--- src/rtl/uart_pkg.sv ---
`default_nettype none
// +----------------------------------------------------------------------------+
// | uart_pkg : shared UART types, constants and frame-width helper             |
// | Revision : 1.0                                                             |
// +----------------------------------------------------------------------------+
package uart_pkg;

  typedef enum logic [2:0] {
    RX_IDLE    = 3'd0,
    RX_START   = 3'd1,
    RX_DATA    = 3'd2,
    RX_PARITY  = 3'd3,
    RX_STOP    = 3'd4,
    RX_BRKWAIT = 3'd5
  } rx_state_t;

  localparam logic c_line_idle   = 1'b1;
  localparam int   c_parity_even = 0;
  localparam int   c_parity_odd  = 1;

  function automatic int frame_width(input int data_bits, input int parity_en,
                                     input int stop_bits);
    return 1 + data_bits + parity_en + stop_bits;
  endfunction

endpackage
`default_nettype wire

--- src/rtl/uart_rx_sync.sv ---
`default_nettype none
// +----------------------------------------------------------------------------+
// | uart_rx_sync : 2-FF synchronizer with registered falling-edge detect       |
// | Revision     : 1.0                                                         |
// +----------------------------------------------------------------------------+
module uart_rx_sync
  import uart_pkg::*;
(
  input  logic clk,
  input  logic rst,
  input  logic rx_in,
  output logic rxs,
  output logic fall_edge
);

  logic r_meta;
  logic r_sync;
  logic r_prev;

  always_ff @(posedge clk or posedge rst) begin
    if (rst) begin
      r_meta <= c_line_idle;
      r_sync <= c_line_idle;
      r_prev <= c_line_idle;
    end else begin
      r_meta <= rx_in;
      r_sync <= r_meta;
      r_prev <= r_sync;
    end
  end

  assign rxs       = r_sync;
  assign fall_edge = r_prev & ~r_sync;

endmodule
`default_nettype wire

--- src/rtl/uart_rx_ctrl.sv ---
`default_nettype none
// +----------------------------------------------------------------------------+
// | uart_rx_ctrl : oversampling UART receive sequencer with pending/ack status |
// | Option       : UART_RX_MAJORITY_VOTE_EN selects 2-of-3 bit voting          |
// | Revision     : 1.0                                                         |
// +----------------------------------------------------------------------------+
module uart_rx_ctrl
  import uart_pkg::*;
#(
  parameter  int DATA_BITS  = 8,
  parameter  int PARITY_EN  = 1,
  parameter  int PARITY_ODD = c_parity_even,
  parameter  int STOP_BITS  = 1,
  parameter  int OVERSAMPLE = 16,
  localparam int FRAME_W    = frame_width(DATA_BITS, PARITY_EN, STOP_BITS)
) (
  input  logic               clk,
  input  logic               rst,
  input  logic               baud_tick,
  input  logic               rx_in,
  input  logic               frame_ack,
  output logic [FRAME_W-1:0] frame_out,
  output logic               received_flag,
  output logic               frame_pending,
  output logic               parity_err,
  output logic               framing_err,
  output logic               overrun_err,
  output logic               busy
);

  localparam int c_cnt_w  = $clog2(OVERSAMPLE);
  localparam int c_bcnt_w = $clog2(DATA_BITS + 1);
`ifdef UART_RX_MAJORITY_VOTE_EN
  localparam int c_vote_lag = 1;
`else
  localparam int c_vote_lag = 0;
`endif
  // With voting the decision lands one tick after the centre sample; the
  // start-bit point shifts by that tick so later bit centres are unchanged.
  localparam logic [c_cnt_w-1:0]  c_start_pt  = c_cnt_w'(OVERSAMPLE / 2 - 1 + c_vote_lag);
  localparam logic [c_cnt_w-1:0]  c_bit_pt    = c_cnt_w'(OVERSAMPLE - 1);
  localparam logic [c_bcnt_w-1:0] c_last_data = c_bcnt_w'(DATA_BITS - 1);
  localparam logic [c_bcnt_w-1:0] c_last_stop = c_bcnt_w'(STOP_BITS - 1);
  localparam logic                c_odd       = (PARITY_ODD == c_parity_odd);

  logic                w_rxs;
  logic                w_fall;
  logic                w_bit;
  rx_state_t           r_state;
  rx_state_t           w_state_nxt;
  logic [c_cnt_w-1:0]  r_cnt;
  logic [c_bcnt_w-1:0] r_bcnt;
  logic [FRAME_W-2:0]  r_shift;
  logic                r_par;
  logic                r_perr;
  logic                r_ferr;
  logic                w_cnt_clr;
  logic                w_take;
  logic                w_done;
  logic                w_tick_pt;

  uart_rx_sync u_sync (
    .clk       (clk),
    .rst       (rst),
    .rx_in     (rx_in),
    .rxs       (w_rxs),
    .fall_edge (w_fall)
  );

`ifdef UART_RX_MAJORITY_VOTE_EN
  logic [1:0] r_vote;

  always_ff @(posedge clk or posedge rst) begin
    if (rst) begin
      r_vote <= {2{c_line_idle}};
    end else if (baud_tick) begin
      r_vote <= {r_vote[0], w_rxs};
    end
  end

  assign w_bit = (r_vote[1] & r_vote[0]) | (r_vote[1] & w_rxs) | (r_vote[0] & w_rxs);
`else
  assign w_bit = w_rxs;
`endif

  assign w_tick_pt = baud_tick && (r_cnt == c_bit_pt);
  assign busy      = (r_state != RX_IDLE);

  always_ff @(posedge clk or posedge rst) begin
    if (rst) begin
      r_state <= RX_IDLE;
    end else begin
      r_state <= w_state_nxt;
    end
  end

  always_comb begin
    w_state_nxt = r_state;
    w_cnt_clr   = 1'b0;
    w_take      = 1'b0;
    w_done      = 1'b0;
    case (r_state)
      RX_IDLE: begin
        if (w_fall) begin
          w_cnt_clr   = 1'b1;
          w_state_nxt = RX_START;
        end
      end
      RX_START: begin
        if (baud_tick && (r_cnt == c_start_pt)) begin
          w_cnt_clr = 1'b1;
          if (w_bit == 1'b0) begin
            w_take      = 1'b1;
            w_state_nxt = RX_DATA;
          end else begin
            w_state_nxt = RX_IDLE;
          end
        end
      end
      RX_DATA: begin
        if (w_tick_pt) begin
          w_cnt_clr = 1'b1;
          w_take    = 1'b1;
          if (r_bcnt == c_last_data) begin
            w_state_nxt = (PARITY_EN != 0) ? RX_PARITY : RX_STOP;
          end
        end
      end
      RX_PARITY: begin
        if (w_tick_pt) begin
          w_cnt_clr   = 1'b1;
          w_take      = 1'b1;
          w_state_nxt = RX_STOP;
        end
      end
      RX_STOP: begin
        if (w_tick_pt) begin
          w_cnt_clr = 1'b1;
          w_take    = 1'b1;
          if (r_bcnt == c_last_stop) begin
            w_done      = 1'b1;
            // A low final stop bit means a break; wait for the line to rise.
            w_state_nxt = w_bit ? RX_IDLE : RX_BRKWAIT;
          end
        end
      end
      RX_BRKWAIT: begin
        if (w_rxs) begin
          w_state_nxt = RX_IDLE;
        end
      end
      default: w_state_nxt = RX_IDLE;
    endcase
  end

  always_ff @(posedge clk or posedge rst) begin
    if (rst) begin
      r_cnt   <= '0;
      r_bcnt  <= '0;
      r_shift <= '0;
      r_par   <= 1'b0;
      r_perr  <= 1'b0;
      r_ferr  <= 1'b0;
    end else begin
      if (w_cnt_clr) begin
        r_cnt <= '0;
      end else if (baud_tick) begin
        r_cnt <= r_cnt + 1'b1;
      end
      if (w_state_nxt != r_state) begin
        r_bcnt <= '0;
      end else if (w_take) begin
        r_bcnt <= r_bcnt + 1'b1;
      end
      if (w_take) begin
        r_shift <= {w_bit, r_shift[FRAME_W-2:1]};
      end
      if (r_state == RX_IDLE) begin
        r_par  <= 1'b0;
        r_perr <= 1'b0;
        r_ferr <= 1'b0;
      end else if (w_take) begin
        case (r_state)
          RX_DATA:   r_par  <= r_par ^ w_bit;
          RX_PARITY: r_perr <= w_bit ^ r_par ^ c_odd;
          RX_STOP:   r_ferr <= r_ferr | ~w_bit;
          default:   ;
        endcase
      end
    end
  end

  always_ff @(posedge clk or posedge rst) begin
    if (rst) begin
      frame_out     <= '0;
      received_flag <= 1'b0;
      frame_pending <= 1'b0;
      parity_err    <= 1'b0;
      framing_err   <= 1'b0;
      overrun_err   <= 1'b0;
    end else begin
      received_flag <= w_done;
      if (w_done) begin
        frame_out     <= {w_bit, r_shift};
        parity_err    <= r_perr;
        framing_err   <= r_ferr | ~w_bit;
        frame_pending <= 1'b1;
        // A same-cycle ack retires the old frame, so no overrun then.
        overrun_err   <= ~frame_ack & (frame_pending | overrun_err);
      end else if (frame_ack) begin
        frame_pending <= 1'b0;
        overrun_err   <= 1'b0;
      end
    end
  end

endmodule
`default_nettype wire

--- config.mk ---
export PLATFORM = sky130hd
export DESIGN_NAME = uart_rx_ctrl
export DESIGN_NICKNAME = d
export VERILOG_FILES = /design/src/rtl/uart_pkg.sv /design/src/rtl/uart_rx_sync.sv /design/src/rtl/uart_rx_ctrl.sv
export SDC_FILE = /design/constraint.sdc
export NUM_CORES = 1
export LEC_CHECK = 0
export ABC_AREA = 1
export CAP_MARGIN = 20
export CORE_MARGIN = 2
export CORE_UTILIZATION = 65
export CTS_BUF_LIST = sky130_fd_sc_hd__clkbuf_2
export DETAILED_ROUTE_END_ITERATION = 8
export DONT_BUFFER_PORTS = 1
export PLACE_DENSITY_LB_ADDON = 0.08
export SKIP_LAST_GASP = 1
export SYNTH_ARGS = -nofsm -noshare
export SYNTH_HDL_FRONTEND = slang
export SYNTH_HIERARCHICAL = 1
export SYNTH_SLANG_ARGS = --single-unit
--- constraint.sdc ---
create_clock -name clk -period 3 [get_ports clk]
set_clock_uncertainty 0.15 [all_clocks]
set_input_delay 0.45 -clock clk [delete_from_list [all_inputs] [get_ports clk]]
set_output_delay 0.45 -clock clk [all_outputs]
set_load 0.05 [all_outputs]
==> results.yml <==
run_status:
  status: "complete, no violations"
power_and_ir_drop:
  power_density_nw_per_um2: 774
  peakVddDrop_mv: 0.432
  p_leak_nw: 1.08
critical_path:
  startpoint_type: "register"
  slowest_stage: "dfrtp_1"
  path_delay_family: "simple AND/OR/NAND/NOR gates"
  cp_max_fo: 29
  required_ps: 3180
  r2r-start: "r_cnt[0]"
  worstSetupPathType: "register to register"
  crit_chain: "ha_1 > nand2_2 > nor2_8 > nand3_2 > nand2_4 > nand2_4 > nand2_4 > nand2_2 > nand2_2 > nand2_2 > nor2_1"
  r2r-end: "r_bcnt[0]"
  reg2reg_setup_slack_ps: 880
  cp-startpoint: "r_cnt[0]"
  path_buf_inv: 0
  end_kind: "register"
  crit_top_cell: "nand2_2"
  slowest_delay_ps: 420
  r2r_cells: 11
  cp.arrival_ps: 2300
clocking:
  htree_num_levels: 2
  cts_setup_buffers: 0
  post_cts_resized: 0
  clk_pin_slew_worst_paths_ps: 200
  cts_tree: "built"
  postCtsHoldBufs: 3
  clock-sinks: 43
  numCtsBuffers: 5
  cts.path.max_buffers: 2
  cts_root_buffer: "clkbuf_2"
  clock_latency_ps: 380
timing:
  min_period_ps: 2120
  grt_setup_unrepaired: "no"
  slew_headroom_pct: 65.8
  setup_viol: 0
  fmax_ghz: 0.472
  fin_crit_sh_pct: 70.7
  worst_slew_pin_slew_ps: 512
  hold_viol: 0
  holdWs_ps: 40.3
  timing.final.ws_setup_ps: 880
  drv_slew: 0
  tns_ps: 0
global_route:
  grt_overflow: 0
  grt_max_degree: 32
  grt_pass1_wl_mm: 5.49
  grt_pass1_vias: 1330
  grtUsageTotal_pct: 20.9
  antenna_found_initial: 0
worst_hold_path:
  hp-class: "input pin to register"
  holdPathStages: 3
  holdPathEnd: "overrun_err"
  worstHoldStart: "frame_ack"
layout:
  area_growth_pct: 6.65
  fin_area_sq_um: 2110
  layout.nets: 232
  diodes: 0
  final_util_pct: 70.8
  drive_above_1_share_pct: 14.7
drt:
  met2WireLength_mm: 1.50
  drc_errors: 0
  m1WireLength_mm: 1.43
  viasPerCell: 5.41
  wire_per_inst_um: 12.1
  drt_wl_total_mm: 3.13
  drt_pass1_iterations: 4
  vias: 1396
  route.met3.wl_um: 141
  final_antenna_net_count: 0
  top_layer: "met4"
  drtIter0Drc: 83
floorplan:
  rows: 20
  start_util_pct: 66.4
  ioPinCount: 22
  die_area_sq_um: 3500
  fp.dieW_um: 59.2
  core-area_sq_um: 2980
  die_h_um: 59.2
yosys:
  synth_nets: 227
  synth_area_sq_um: 1980
  yosys_warnings: 6
  synth_mux_area_share_pct: 0.506
  synth_top_family_by_area: "simple AND/OR/NAND/NOR gates"
  synth_xor_area_share_pct: 2.22
  syn_avg_cell_area_sq_um: 9.03
  netlist-cell-type-count: 32
  synthAdderAreaFrac_pct: 1.90
  yosysSeqAreaShare_pct: 54.6
  synth_cells: 219
  synthSimpleGateAreaFrac_pct: 23.9
  ys_ff_latch: 43
  synth_compound_area_share_pct: 9.30
job:
  maxCapViolCount: 0
place:
  gp_congestion: 0.870
  place_hpwl_mm: 2.23
  post-place-ws_ps: 887
  postPlaceCellArea_sq_um: 1990
  io_buffers: 0
[worst max-delay path by stage]
stage / endpoint / slack (ps) / cells past startpoint
floorplan: r_bcnt[2] / 1350 / 11
global placement: r_bcnt[2] / 940 / 10
detailed placement: r_bcnt[0] / 890 / 11
CTS: r_bcnt[0] / 850 / 11
global route: r_bcnt[3] / 640 / 8
finish: r_bcnt[0] / 880 / 11
[Yosys cell counts]
cell type | n | area (sq um)
nor3_2 | 1 | 10.0
mux2i_1 | 1 | 10.0
nor2_1 | 15 | 56.3
or2_2 | 1 | 6.26
buf_4 | 1 | 7.51
xor2_1 | 4 | 35.0
dfrtp_1 | 40 | 1000
o21bai_1 | 1 | 7.51
nand2_4 | 4 | 45.0
nand4_1 | 2 | 12.5
nand3_1 | 12 | 60.1
o21ai_1 | 9 | 45.0
xnor2_1 | 1 | 8.76
nand3_2 | 1 | 10.0
dfstp_2 | 3 | 78.8
nor3b_1 | 1 | 7.51
and2_1 | 1 | 6.26
nor3_1 | 1 | 5.00
nor2_2 | 3 | 18.8
inv_1 | 27 | 101
nand2_1 | 47 | 176
o21ai_2 | 1 | 8.76
ha_1 | 3 | 37.5
nor2_8 | 1 | 20.0
inv_2 | 3 | 11.3
o31ai_1 | 1 | 7.51
clkbuf_1 | 1 | 3.75
buf_6 | 1 | 11.3
nand2_2 | 6 | 37.5
buf_2 | 3 | 15.0
a21oi_1 | 1 | 5.00
o21ai_0 | 22 | 110
[layer usage]
layer / track usage, % / vias to the layer above
li1: - / 702
met1: 26.7 / 644
met2: 33.7 / 41
met3: 5.68 / 9
met4: 8.44 / 0
met5: 0 / -
[logic make-up after synthesis]
| group | Yosys count |
|---|---|
| xor gates and xnor gates | 5 |
| and+or+nand+nor | 96 |
| buffers and inverters | 36 |
| DFF | 43 |
| AOI/OAI and AO/OA | 35 |
| adders and majority gates | 3 |
| muxes | 1 |
[power by group]
part	internal, mW	switching (mW)
combinational	0.159	0.291
clock	0.228	0.171
sequential	0.694	0.0889
[cell usage in the layout, fill, tap and decap left out, types with 2 or more instances in the layout]
cell type,n
bufinv_16,2
clkbuf_2,6
dfrtp_1,40
dfstp_2,3
dlygate4sd3_1,3
ha_1,3
inv_1,27
inv_2,3
nand2_1,47
nand2_2,6
nand2_4,4
nand3_1,12
nand4_1,2
nor2_1,15
nor2_2,3
o21ai_0,22
o21ai_1,9
xor2_1,4
[tightest hold or removal path: cells and delay by family]
| family | cells | cell delay, ps |
|---|---|---|
| buf+inv | 1 | 20 |
| simple gates | 1 | 40 |
| compound gates | 1 | 50 |
[state kept, by name, summed over array words and instances (netlist names)]
| name | flops |
|---|---|
| frame_pending | 1 |
| received_flag | 1 |
| r_perr | 1 |
| frame_out | 11 |
| r_cnt | 4 |
| parity_err | 1 |
| u_sync/r_meta | 1 |
| r_bcnt | 4 |
| u_sync/rxs | 1 |
| overrun_err | 1 |
| u_sync/r_prev | 1 |
| r_ferr | 1 |
| framing_err | 1 |
| r_state | 3 |
| r_shift | 10 |
| r_par | 1 |
[metrics by stage]
step	total power, mW	instances
3_5_place_dp	1.24	247
6_report	1.63	258
4_1_cts	1.65	258
3_3_place_gp	1.22	247
2_1_floorplan	1.16	219
5_1_grt	1.75	258
[area by class of cell]
cell class / instances / area [sq um]
Tap cell: 33 / 41.3
Clock buffer: 6 / 30.0
Timing Repair Buffer: 4 / 37.5
Sequential cell: 43 / 1080
Fill cell: 233 / 870
Clock inverter: 2 / 60.1
Multi-Input combinational cell: 140 / 747
Inverter: 30 / 113
(Power assumes the default switching activity.)
